===== src/rtl/fft_pkg.sv =====
// Shared constants and types for the FFT power-spectrum frame sequencer.
// Frame size, bin count, counter widths and the controller state encoding live here.
package fft_pkg;

   localparam int FFT_N = 256;
   localparam int NBINS = 129;
   localparam int F32_W = 32;

   // One extra bit so a counter can hold the full-frame value FFT_N.
   localparam int CNT_W = $clog2(FFT_N) + 1;
   localparam int BIN_W = $clog2(FFT_N);

   localparam logic [CNT_W-1:0] CNT_ONE   = CNT_W'(1);
   localparam logic [CNT_W-1:0] CNT_FULL  = CNT_W'(FFT_N);
   localparam logic [CNT_W-1:0] CNT_LAST  = CNT_W'(FFT_N - 1);
   localparam logic [CNT_W-1:0] CNT_NBINS = CNT_W'(NBINS);

   typedef enum logic [1:0] {
      ST_IDLE  = 2'd0,
      ST_FEED  = 2'd1,
      ST_DRAIN = 2'd2
   } ctrl_state_t;

endpackage


===== src/rtl/fft_skid_fifo.sv =====
// Two-entry skid FIFO with fall-through: when empty, the input is presented at the head
// in the same cycle, so a freshly read sample reaches the pipeline without an extra stage.
module fft_skid_fifo
   import fft_pkg::*;
(
   input  logic             clk,
   input  logic             rst_n,
   input  logic             flush_i,
   input  logic             in_valid_i,
   input  logic [F32_W-1:0] in_data_i,
   output logic             out_valid_o,
   output logic [F32_W-1:0] out_data_o,
   input  logic             out_ready_i,
   output logic [1:0]       occ_o
);

   logic [F32_W-1:0] mem_q [2];
   logic             wr_ptr_q, wr_ptr_d;
   logic             rd_ptr_q, rd_ptr_d;
   logic [1:0]       occ_q, occ_d;
   logic             empty;
   logic             store;
   logic             pop_mem;

   assign empty   = (occ_q == 2'd0);
   // Input is stored unless it bypasses straight through an empty FIFO into a ready sink.
   assign store   = in_valid_i && (!empty || !out_ready_i);
   assign pop_mem = out_ready_i && !empty;

   assign out_valid_o = !empty || in_valid_i;
   assign occ_o       = occ_q;

   always_comb begin
      // NOTE: defaults first in every always_comb so no path leaves a variable unassigned (no latch).
      out_data_o = '0;
      if (!empty) begin
         out_data_o = mem_q[rd_ptr_q];
      end else if (in_valid_i) begin
         out_data_o = in_data_i;
      end
   end

   always_comb begin
      wr_ptr_d = wr_ptr_q;
      rd_ptr_d = rd_ptr_q;
      occ_d    = occ_q;
      if (flush_i) begin
         wr_ptr_d = 1'b0;
         rd_ptr_d = 1'b0;
         occ_d    = 2'd0;
      end else begin
         if (store) begin
            wr_ptr_d = ~wr_ptr_q;
         end
         if (pop_mem) begin
            rd_ptr_d = ~rd_ptr_q;
         end
         unique case ({store, pop_mem})
            2'b10:   occ_d = occ_q + 2'd1;
            2'b01:   occ_d = occ_q - 2'd1;
            default: occ_d = occ_q;
         endcase
      end
   end

   // NOTE: sequential state uses non-blocking assignments so every flop samples pre-edge values.
   always_ff @(posedge clk or negedge rst_n) begin
      if (!rst_n) begin
         wr_ptr_q <= 1'b0;
         rd_ptr_q <= 1'b0;
         occ_q    <= 2'd0;
      end else begin
         wr_ptr_q <= wr_ptr_d;
         rd_ptr_q <= rd_ptr_d;
         occ_q    <= occ_d;
      end
   end

   // NOTE: data storage has no reset; occupancy alone decides whether an entry is meaningful.
   always_ff @(posedge clk) begin
      if (store && !flush_i) begin
         mem_q[wr_ptr_q] <= in_data_i;
      end
   end

endmodule


===== src/rtl/fft_frame_ctrl.sv =====
// Frame sequencer: streams one FFT_N-sample frame from the circular sample RAM into the
// power-spectrum pipeline and writes bins 0..NBINS-1 of the returned spectrum to the power RAM.
module fft_frame_ctrl
   import fft_pkg::*;
#(
   parameter int ADDR_W = 10
) (
   input  logic              hclk,
   input  logic              rst_n,
   input  logic              start,
   input  logic              abort,
   input  logic [ADDR_W-1:0] rd_base,
   output logic              busy,
   output logic              done,
   output logic              err_last,
   output logic              err_stray,
   output logic [15:0]       frame_cnt,
   output logic              rd_en,
   output logic [ADDR_W-1:0] rd_addr,
   input  logic [31:0]       rd_data,
   output logic [31:0]       fft_data,
   output logic              fft_valid,
   input  logic              fft_ready,
   input  logic [31:0]       pw_data,
   input  logic              pw_valid,
   input  logic              pw_last,
   output logic              pw_ready,
   output logic              pw_we,
   output logic [7:0]        pw_addr,
   output logic [31:0]       pw_wdata
);

   ctrl_state_t       state_q, state_d;
   logic [ADDR_W-1:0] base_q, base_d;
   logic [CNT_W-1:0]  rd_cnt_q, rd_cnt_d;
   logic [CNT_W-1:0]  feed_cnt_q, feed_cnt_d;
   logic [CNT_W-1:0]  bin_cnt_q, bin_cnt_d;
   logic              inflight_q;
   logic              done_q, done_d;
   logic              err_last_q, err_last_d;
   logic              err_stray_q, err_stray_d;
   logic [15:0]       frame_cnt_q, frame_cnt_d;

   logic [1:0]        fifo_occ;
   logic              in_frame;
   logic              start_ok;
   logic              fft_acc;
   logic              bin_in_frame;
   logic              bin_last_idx;

   assign in_frame     = (state_q != ST_IDLE);
   assign start_ok     = start && !abort && (state_q == ST_IDLE);
   assign fft_acc      = fft_valid && fft_ready;
   assign bin_in_frame = pw_valid && in_frame;
   assign bin_last_idx = (bin_cnt_q == CNT_LAST);

   // Credit check counts the read still in flight so the FIFO can never be overrun.
   assign rd_en   = (state_q == ST_FEED) && !abort && (rd_cnt_q < CNT_FULL) &&
                    ((fifo_occ + {1'b0, inflight_q}) < 2'd2);
   assign rd_addr = base_q + ADDR_W'(rd_cnt_q);

   fft_skid_fifo u_skid (
      .clk         (hclk),
      .rst_n       (rst_n),
      .flush_i     (abort),
      .in_valid_i  (inflight_q),
      .in_data_i   (rd_data),
      .out_valid_o (fft_valid),
      .out_data_o  (fft_data),
      .out_ready_i (fft_ready),
      .occ_o       (fifo_occ)
   );

   assign pw_ready = 1'b1;
   assign pw_we    = bin_in_frame && (bin_cnt_q < CNT_NBINS);
   assign pw_addr  = pw_we ? bin_cnt_q[BIN_W-1:0] : '0;
   assign pw_wdata = pw_we ? pw_data : '0;

   assign busy      = in_frame;
   assign done      = done_q;
   assign err_last  = err_last_q;
   assign err_stray = err_stray_q;
   assign frame_cnt = frame_cnt_q;

   always_comb begin
      state_d     = state_q;
      base_d      = base_q;
      rd_cnt_d    = rd_cnt_q;
      feed_cnt_d  = feed_cnt_q;
      bin_cnt_d   = bin_cnt_q;
      err_last_d  = err_last_q;
      err_stray_d = err_stray_q;
      frame_cnt_d = frame_cnt_q;
      done_d      = 1'b0;

      unique case (state_q)
         ST_IDLE: begin
            if (start_ok) begin
               state_d     = ST_FEED;
               base_d      = rd_base;
               rd_cnt_d    = '0;
               feed_cnt_d  = '0;
               bin_cnt_d   = '0;
               err_last_d  = 1'b0;
               err_stray_d = 1'b0;
            end
         end
         ST_FEED: begin
            if (rd_en) begin
               rd_cnt_d = rd_cnt_q + CNT_ONE;
            end
            if (fft_acc) begin
               feed_cnt_d = feed_cnt_q + CNT_ONE;
               if (feed_cnt_q == CNT_LAST) begin
                  state_d = ST_DRAIN;
               end
            end
         end
         ST_DRAIN: begin
            // The frame ends on the bin count, whatever pw_last says.
            if (bin_in_frame && bin_last_idx) begin
               state_d     = ST_IDLE;
               done_d      = 1'b1;
               frame_cnt_d = frame_cnt_q + 16'd1;
            end
         end
         default: state_d = ST_IDLE;
      endcase

      if (bin_in_frame) begin
         bin_cnt_d = bin_cnt_q + CNT_ONE;
         if (pw_last != bin_last_idx) begin
            err_last_d = 1'b1;
         end
      end
      if (pw_valid && !in_frame) begin
         err_stray_d = 1'b1;
      end

      if (abort) begin
         state_d     = ST_IDLE;
         rd_cnt_d    = '0;
         feed_cnt_d  = '0;
         bin_cnt_d   = '0;
         done_d      = 1'b0;
         frame_cnt_d = frame_cnt_q;
      end
   end

   always_ff @(posedge hclk or negedge rst_n) begin
      if (!rst_n) begin
         state_q     <= ST_IDLE;
         base_q      <= '0;
         rd_cnt_q    <= '0;
         feed_cnt_q  <= '0;
         bin_cnt_q   <= '0;
         inflight_q  <= 1'b0;
         done_q      <= 1'b0;
         err_last_q  <= 1'b0;
         err_stray_q <= 1'b0;
         frame_cnt_q <= '0;
      end else begin
         state_q     <= state_d;
         base_q      <= base_d;
         rd_cnt_q    <= rd_cnt_d;
         feed_cnt_q  <= feed_cnt_d;
         bin_cnt_q   <= bin_cnt_d;
         inflight_q  <= rd_en;
         done_q      <= done_d;
         err_last_q  <= err_last_d;
         err_stray_q <= err_stray_d;
         frame_cnt_q <= frame_cnt_d;
      end
   end

endmodule


===== config.mk =====
export PLATFORM = sky130hd
export DESIGN_NAME = fft_frame_ctrl
export DESIGN_NICKNAME = d
export VERILOG_FILES = /design/src/rtl/fft_pkg.sv /design/src/rtl/fft_skid_fifo.sv /design/src/rtl/fft_frame_ctrl.sv
export SDC_FILE = /design/constraint.sdc
export NUM_CORES = 1
export LEC_CHECK = 0
export CAP_MARGIN = 20
export CORE_UTILIZATION = 51
export CTS_CLUSTER_SIZE = 28
export DETAILED_ROUTE_END_ITERATION = 7
export PLACE_DENSITY = 0.92
export SYNTH_ARGS = -nofsm -noshare
export SYNTH_HDL_FRONTEND = slang
export SYNTH_SLANG_ARGS = --single-unit

===== constraint.sdc =====
create_clock -name hclk -period 7 [get_ports hclk]
set_clock_uncertainty 0.05 [all_clocks]
set_input_delay 1.4 -clock hclk [delete_from_list [all_inputs] [get_ports hclk]]
set_output_delay 1.4 -clock hclk [all_outputs]
set_load 0.005 [all_outputs]

==> run_results.csv, run 1 <==
group,metric,value,unit
drt,drtPass1Iterations,5,
synth,postSynthNetCount,649,
setup_path,r2r_cells,9,
hold_path,hold_path_end,"feed_cnt_q[8]",
setup_path,critPathLaunchType,"primary input",
floorplan,initial_core_util,52.2,%
sta,fin_crit_sh,77.5,%
sta,fmax,184,MHz
clocking,root_buffer,"clkbuf_16",
synth,synth.most_common_cell,"edfxtp_1",
hold_path,hold_path.class,"flip-flop to flip-flop",
setup_path,crit_required,5.55,ns
drt,vias_per_cell,5.59,
clocking,postCtsSetupRepairBufs,0,
clocking,htreeDepth,4,
synth,synth_area_leaders,"edfxtp_1 31%, dfrtp_1 25%, mux2i_1 5.3%",
sta,slew_headroom,33.1,%
floorplan,ios,187,
global_routing,grt_overflow,0,
global_routing,grt_max_degree,66,
sta,tns,0,ns
setup_path,crit_type,"primary input to output port",
job,max_cap_viol_count,0,
placed_design,postPlaceCellArea,8210,sq um
global_routing,antenna_found_initial,0,
floorplan,die-height,113,um
sta,rsz0062_at_grt,"false",
power_and_ir_drop,power.density,216,nW/um^2
setup_path,end_kind,"output port",
sta,maxSlewViolCount,0,
setup_path,reg2reg_to,"frame_cnt[13]",
drt,vias,4971,
setup_path,arrival,3.97,ns
global_routing,grt_use_total,24.2,%
synth,synth_top_area_cell,"edfxtp_1",
power_and_ir_drop,peakVddDrop,0.194,mV
synth,yosysSeqAreaShare,55.8,%
placed_design,io_buffers,185,
clocking,cts_tree,"done",
cells_and_area,final_util,73.4,%
floorplan,rows,40,
setup_path,crit_fanout,17,
drt,drt_iter0_markers,402,
sta,fin_crit,5.42,ns
cells_and_area,area_growth,40.6,%
synth,netlist.area_leader.share,30.7,%
synth,ys_types,49,
placed_design,place_congestion,0.808,
synth,ys_top_cells_by_count,"64 x edfxtp_1, 63 x dfrtp_1, 51 x o21ai_0, 47 x nand3_1, 41 x and2_1",
cells_and_area,drive_above_1_share,8.34,%
global_routing,grt_pass1_wl,24.1,mm
floorplan,core_region_area,12000,sq um
floorplan,dieArea,12700,sq um
synth,netlist_area,6270,sq um
synth,synth_ff_type,"edfxtp_1",
sta,hold_violations,0,
synth,postSynthCellCount,552,
clocking,cts.sink_count,127,
cells_and_area,final_design_area_no_fill,8810,sq um
synth,yosysWarnings,0,
cells_and_area,diodes,0,
floorplan,die_w,113,um
setup_path,reg2reg_from,"bin_cnt_q[1]",
run_status,status,"complete, no violations",
clocking,clkLatencyLatePin,0.41,ns
clocking,cts_made_buffers,17,
sta,worst-slew-pin-transition,1.00,ns
synth,syn_avg_cell_area,11.4,sq um
clocking,cts_buffer_depth,2,
synth,synth_edf_count,64,
setup_path,r2r_slack,4.15,ns
drt,wl,15.1,mm
clocking,cts_resized,0,
power_and_ir_drop,p_leak,3.45,nW
cells_and_area,nets,827,
placed_design,dp_hpwl,10.0,mm
placed_design,preCtsSetupSlack,1.68,ns
hold_path,min_path_cells,2,
clocking,path_clk_slew,0.05,ns
synth,async_reset_ff_share,49.6,%
global_routing,grt_pass1_vias,4928,
drt,drc,0,
hold_path,min_from,"feed_cnt_q[8]",
drt,postRouteAntennaNets,0,
power_and_ir_drop,fin_total_pwr,1.91,mW
sta,worst_slack,1.58,ns
clocking,ctsHoldBuffers,0,
sta,final-setup-viol-count,0,
drt,wire_per_inst,17.0,um
synth,ys_ff_latch,127,
where the power goes:
part | switching (mW) | internal [mW] | total [mW]
Combinational | 0.101 | 0.143 | 0.244
Sequential | 0.0176 | 0.807 | 0.825
Clock | 0.295 | 0.542 | 0.836
cells in the final DEF (no fill, tap or decap), types with 15 or more instances in the layout:
cell type,instances
and2_1,41
clkbuf_16,17
clkdlybuf4s50_1,184
dfrtp_1,62
edfxtp_1,64
ha_1,15
inv_1,15
mux2i_1,33
nand2_1,22
nand3_1,47
nor2_1,24
o21ai_0,51
xnor2_1,20
xor2_1,17
kinds of logic after synthesis:
kind of cell | count (synthesis) | synth area share (%)
buf+inv | 48 | 3.41
mux | 44 | 7.25
compound gates | 88 | 8.70
fa+ha+maj | 16 | 3.31
simple gates | 191 | 16.3
flops | 127 | 55.8
xor+xnor | 37 | 5.17
other cells | 1 | 0.0598
sequential cells by signal, indices dropped and copies added, names as in the netlist:
| name | cells |
|---|---|
| frame_cnt | 16 |
| u_skid.occ_o | 2 |
| bin_cnt_q | 9 |
| inflight_q | 1 |
| feed_cnt_q | 9 |
| err_last | 1 |
| state_q | 2 |
| done | 1 |
| err_stray | 1 |
| u_skid.mem_q | 64 |
| u_skid.wr_ptr_q | 1 |
| u_skid.rd_ptr_q | 1 |
| base_q | 10 |
| rd_cnt_q | 9 |
worst max-delay path: stages:
cell and delay [ns]:
clkdlybuf4s50_1 0.78, or3b_1 0.66, a211oi_4 0.50, clkdlybuf4s50_1 0.62
through the flow:
| stage | std cells | hold slack [ns] |
|---|---|---|
| 6_report | 890 | 0.426 |
| 5_1_grt | 890 | 0.453 |
| 4_1_cts | 889 | 0.427 |
| 3_5_place_dp | 857 | 0.416 |
| 3_3_place_gp | 857 | 0.409 |
| 2_1_floorplan | 552 | 0.399 |
how the worst max path moves through the flow:
| stage | start | to | slack, ns | cells past startpoint |
|---|---|---|---|---|
| after global routing | abort | rd_en | 1.45 | 4 |
| final | abort | rd_en | 1.58 | 4 |
| after CTS | abort | rd_en | 1.61 | 4 |
| after floorplan | fft_ready | u_skid.mem_q[1][0] | 2.30 | 4 |
| after global placement | abort | rd_en | 1.71 | 4 |
| after detailed placement | abort | rd_en | 1.68 | 4 |
metal layers:
metal | share of wire [%] | wire [um] | track usage, % | vias to the layer above
met4 | 2.1 | 322 | 9.30 | 0
met1 | 43 | 6500 | 30.2 | 2403
met3 | 6.0 | 911 | 6.11 | 39
met2 | 49 | 7390 | 40.8 | 189
li1 | - | - | - | 2340
met5 | 0 | 0 | 0 | -
layout make-up:
class                           instances  area [sq um]
Timing Repair Buffer                  192          1920
Clock inverter                          6          55.1
Clock buffer                           26           519
Inverter                               15          56.3
Tap cell                              147           184
Fill cell                             784          3200
Sequential cell                       127          3500
Multi-Input combinational cell        377          2580
Power figures use the tool's default switching activity.
==> inputs of run 2 (changes only) <==
- CORE_UTILIZATION: 51 -> 48
- PLACE_DENSITY: 0.92 -> 0.87
- clock period: 7 -> 5.1 ns (I/O delays scaled with it)
==> run 2 against run 1 <==
Largest cell class unchanged. Final cell count rose by 2.9%. Flip-flop and latch count did not move. Highest routed layer unchanged. Clock power increased by 54%. Utilization down 3.1 points. Register-to-register slack got worse by 1.8 ns. Final area is 0.97% higher. Global-route usage decreased by 2.0 points. Critical path depth grew 2.
==> run_results.csv, run 2 (synthesis results as in run 1) <==
group,metric,value,unit
cells_and_area,largest_reg_flops,64,
setup_path,critPathLaunchType,"primary input",
sta,fin_crit_sh,88.2,%
setup_path,r2r_cells,9,
power_and_ir_drop,internal-power,2.16,mW
floorplan,ios,187,
setup_path,crit_fanout,28,
clocking,cts.sink_count,127,
sta,slew_headroom,34.5,%
power_and_ir_drop,power.density,309,nW/um^2
cells_and_area,drive_above_1_share,8.33,%
setup_path,crit_required,4.03,ns
floorplan,initial_core_util,49.5,%
clocking,ctsHoldBuffers,0,
sta,final-setup-viol-count,0,
cells_and_area,final_util,70.2,%
drt,postRouteAntennaNets,0,
drt,wire_per_inst,16.2,um
sta,maxSlewViolCount,0,
drt,drc,0,
clocking,htreeDepth,4,
sta,fmax,222,MHz
power_and_ir_drop,sequentialPowerShare,41.2,%
floorplan,core_region_area,12700,sq um
power_and_ir_drop,fin_total_pwr,2.75,mW
cells_and_area,layout_commonest_cell,"clkdlybuf4s50_1",
cells_and_area,regArea,3500,sq um
clocking,clkLatencyLatePin,0.41,ns
cells_and_area,nFillCells,890,
drt,drt_iter0_markers,306,
global_routing,grt_overflow,0,
global_routing,grt_use_total,22.2,%
floorplan,dieArea,13500,sq um
clocking,cts_made_buffers,17,
power_and_ir_drop,combPwrFrac,12.0,%
hold_path,hold_path.class,"flip-flop to flip-flop",
run_status,status,"complete, no violations",
cells_and_area,multi_input_area,2580,sq um
sta,rsz0062_at_grt,"false",
drt,drtPass1Iterations,5,
power_and_ir_drop,p_leak,3.46,nW
floorplan,die-height,116,um
clocking,cts_tree,"done",
cells_and_area,top_register,"u_skid.mem_q",
cells_and_area,final_cell_mix,"184 x clkdlybuf4s50_1, 64 x edfxtp_1, 62 x dfrtp_1",
power_and_ir_drop,p_switching,0.588,mW
setup_path,arrival,3.43,ns
power_and_ir_drop,peakVddDrop,0.254,mV
drt,vias_per_cell,5.29,
job,max_cap_viol_count,0,
sta,tns,0,ns
global_routing,grt_pass1_wl,23.2,mm
placed_design,dp_hpwl,10.2,mm
power_and_ir_drop,switching_share,21.4,%
drt,wl,14.8,mm
global_routing,grt_max_degree,66,
hold_path,min_path_cells,1,
clocking,cts_buffer_depth,2,
clocking,path_clk_slew,0.05,ns
cells_and_area,fin_cells,916,
clocking,postCtsSetupRepairBufs,0,
power_and_ir_drop,p_clk_share,46.9,%
clocking,root_buffer,"clkbuf_16",
floorplan,rows,41,
global_routing,antenna_found_initial,0,
cells_and_area,area_growth,41.9,%
clocking,cts_resized,0,
placed_design,place_congestion,0.809,
setup_path,crit_type,"primary input to output port",
sta,hold_violations,0,
floorplan,die_w,116,um
cells_and_area,nets,828,
drt,vias,4844,
cells_and_area,diodes,0,
global_routing,grt_pass1_vias,4820,
placed_design,place_inst,883,
placed_design,io_buffers,185,
sta,worst-slew-pin-transition,0.983,ns
setup_path,end_kind,"output port",
sta,fin_crit,4.50,ns
==> run 2: through the flow <==
stage | instance area (sq um) | hold slack [ns] | setup slack (ns)
final | 8900 | 0.424 | 0.600
after global routing | 8900 | 0.453 | 0.410
after CTS | 8880 | 0.433 | 0.606
after detailed placement | 8250 | 0.422 | 0.655
after global placement | 8250 | 0.410 | 0.774
after floorplan | 6270 | 0.399 | 0.779
==> run 2: critical path: stages <==
cell and delay [ns]:
clkdlybuf4s50_1 0.54, o21ai_0 0.25, a211oi_2 0.57, buf_4 0.33, and2_1 0.18, clkdlybuf4s50_1 0.54
==> run 2: power by group through the flow <==
stage | logic [mW] | clock network (mW) | registers [mW]
after floorplan | 0.141 | 0 | 1.14
after detailed placement | 0.325 | 0 | 1.15
after global placement | 0.317 | 0 | 1.15
final | 0.329 | 1.29 | 1.13
after CTS | 0.329 | 1.32 | 1.13
after global routing | 0.359 | 1.36 | 1.14
==> run 2: final timing paths <==
check	from	end	slack (ns)
worst max-delay path	pw_valid	pw_wdata[6]	0.60
worst min-delay path	frame_cnt[15]	frame_cnt[15]	0.42
worst max register to register	bin_cnt_q[0]	frame_cnt[10]	2.40
worst min register to register	frame_cnt[15]	frame_cnt[15]	0.42
max in group asynchronous	rst_n	u_skid.rd_ptr_q	3.72
min in group asynchronous	rst_n	frame_cnt[8]	0.74
==> run 2: routing by layer <==
metal / routed length, um / track usage, %
met5: 0 / 0
met4: 180 / 6.75
met3: 936 / 7.11
met2: 7200 / 36.4
met1: 6530 / 28.3
==> run 2: area by class of cell <==
class	count	area share (%)
multi-input cells	377	29.0
clock buffers	20	4.91
well taps	172	2.42
inverters	15	0.633
repair buffers	193	21.6
flip-flops and latches	127	39.3
clock inverters	12	2.15
==> inputs of run 3 (changes only) <==
- CORE_UTILIZATION: 48 -> 49
- CTS_BUF_LIST: not set -> sky130_fd_sc_hd__clkbuf_4 sky130_fd_sc_hd__clkbuf_8
- PLACE_DENSITY: 0.87 -> 0.89
==> run 3 against run 2 <==
Sequential power about the same. Via count is 0.85% higher. Final area is 2.1% lower. Utilization increased by 0.80 points. Combinational power rose by 2%. Final cell count fell by 0.33%. Power fell by 13%. Sequential share of layout area is 0.85 points higher. Routed wire length up 1.8%. Flip-flop and latch count stayed put. Largest power group is now sequential cells.
==> run_results.csv, run 3 (synthesis results as in run 1) <==
group,metric,value,unit
power_and_ir_drop,power.density,276,nW/um^2
sta,maxSlewViolCount,0,
hold_path,hold_path.class,"flip-flop to flip-flop",
clocking,root_buffer,"clkbuf_8",
placed_design,place_congestion,0.821,
global_routing,antenna_found_initial,1,
setup_path,crit_type,"flip-flop to output port",
cells_and_area,multi_input_area,2580,sq um
setup_path,cp_cell_sequence,"ha_1, and3_1, a2111oi_2, o21bai_1, a21oi_1, xnor2_1, clkdlybuf4s50_1",
clocking,postCtsSetupRepairBufs,0,
drt,vias_per_cell,5.35,
job,max_cap_viol_count,0,
power_and_ir_drop,fin_total_pwr,2.41,mW
run_status,status,"complete, no violations",
power_and_ir_drop,p_leak,3.38,nW
drt,drc,0,
clocking,cts_made_buffers,17,
floorplan,rows,40,
setup_path,crit_required,4.03,ns
placed_design,place_inst,879,
cells_and_area,nets,828,
global_routing,grt_use_total,23.1,%
drt,drtPass1Iterations,5,
global_routing,grt_max_degree,66,
setup_path,crit_fanout,5,
placed_design,dp_hpwl,10.6,mm
global_routing,grt_pass1_vias,4804,
cells_and_area,area_growth,38.9,%
sta,slew_headroom,31.9,%
cells_and_area,nFillCells,845,
cells_and_area,fin_cells,913,
power_and_ir_drop,p_switching,0.566,mW
cells_and_area,drive_above_1_share,8.74,%
floorplan,ios,187,
power_and_ir_drop,internal-power,1.84,mW
floorplan,initial_core_util,51.1,%
drt,drt_iter0_markers,329,
clocking,path_clk_slew,0.08,ns
cells_and_area,largest_reg_flops,64,
clocking,cts_tree,"done",
setup_path,cp_top_family,"compound AO/OA/AOI/OAI gates",
sta,final-setup-viol-count,0,
drt,wire_per_inst,16.5,um
sta,fin_crit,4.20,ns
clocking,cts_resized,0,
sta,fmax,238,MHz
power_and_ir_drop,p_clk_share,39.1,%
clocking,clkLatencyLatePin,0.44,ns
sta,fin_crit_sh,82.4,%
drt,vias,4885,
power_and_ir_drop,combPwrFrac,13.9,%
clocking,cts.sink_count,127,
floorplan,die_w,115,um
sta,tns,0,ns
drt,postRouteAntennaNets,0,
global_routing,grt_pass1_wl,23.5,mm
sta,rsz0062_at_grt,"false",
power_and_ir_drop,switching_share,23.5,%
floorplan,dieArea,13200,sq um
sta,worst-slew-pin-transition,1.02,ns
cells_and_area,regArea,3500,sq um
cells_and_area,top_register,"u_skid.mem_q",
placed_design,io_buffers,185,
floorplan,core_region_area,12300,sq um
setup_path,end_kind,"output port",
cells_and_area,layout_commonest_cell,"clkdlybuf4s50_1",
setup_path,cp_slowest_cell,"a2111oi_2",
power_and_ir_drop,sequentialPowerShare,47.1,%
setup_path,critPathMaxStageDelay,0.55,ns
cells_and_area,final_cell_mix,"184 x clkdlybuf4s50_1, 64 x edfxtp_1, 62 x dfrtp_1",
clocking,ctsHoldBuffers,0,
power_and_ir_drop,peakVddDrop,0.212,mV
setup_path,arrival,3.13,ns
floorplan,die-height,115,um
clocking,cts_buffer_depth,2,
drt,wl,15.1,mm
setup_path,critPathLaunchType,"flip-flop",
sta,hold_violations,0,
clocking,htreeDepth,4,
setup_path,path_buf_inv,1,
global_routing,grt_overflow,0,
run 3: power by group through the flow:
stage | sequential, mW | combinational (mW) | clock (mW)
after CTS | 1.13 | 0.332 | 0.958
after detailed placement | 1.15 | 0.329 | 0
after global placement | 1.15 | 0.317 | 0
after floorplan | 1.14 | 0.141 | 0
after global routing | 1.13 | 0.362 | 1.01
final | 1.13 | 0.334 | 0.939
run 3: metal layers:
metal	track usage [%]	vias up	share of wire [%]
met5	0	-	0
met4	8.66	0	1.5
met3	6.96	25	7.1
met2	37.3	170	49
met1	29.5	2348	42
li1	-	2342	-
run 3: metrics by stage:
step	util, %	setup slack, ns	cell area (sq um)	hold slack [ns]
floorplan	-	0.779	6270	0.399
global placement	67.2	0.990	8240	0.411
detailed placement	67.2	0.945	8240	0.433
CTS	70.8	0.919	8680	0.450
global route	71.0	0.752	8700	0.471
finish	71.0	0.897	8710	0.447
run 3: cell type report:
| cell class | instances | share of cell area, % |
|---|---|---|
| sequential | 127 | 40.2 |
| multi-input combinational | 377 | 29.6 |
| timing repair buffer | 193 | 22.1 |
| clock buffer | 18 | 2.77 |
| tap | 168 | 2.41 |
| clock inverter | 14 | 2.21 |
| inverter | 15 | 0.647 |
| antenna | 1 | 0.0287 |
run 3: worst register-to-register path, stage by stage (launching register included):
cell and delay [ns]:
dfrtp_1 0.49, ha_1 0.25, nand3_1 0.11, nor3_1 0.23, ha_1 0.26, nand4b_1 0.18, nor3_1 0.44, and3_1 0.34
nand3_1 0.13, xnor2_1 0.15
run 3: worst paths after layout:
check,cells after the start,slack (ns),from,to
worst min-delay path,2,0.45,feed_cnt_q[8],feed_cnt_q[8]
min in group asynchronous,2,0.70,rst_n,frame_cnt[10]
worst min register to register,2,0.45,feed_cnt_q[8],feed_cnt_q[8]
max in group asynchronous,2,3.74,rst_n,u_skid.rd_ptr_q
worst max-delay path,7,0.90,rd_cnt_q[3],rd_addr[7]
worst max register to register,9,2.37,bin_cnt_q[0],frame_cnt[15]
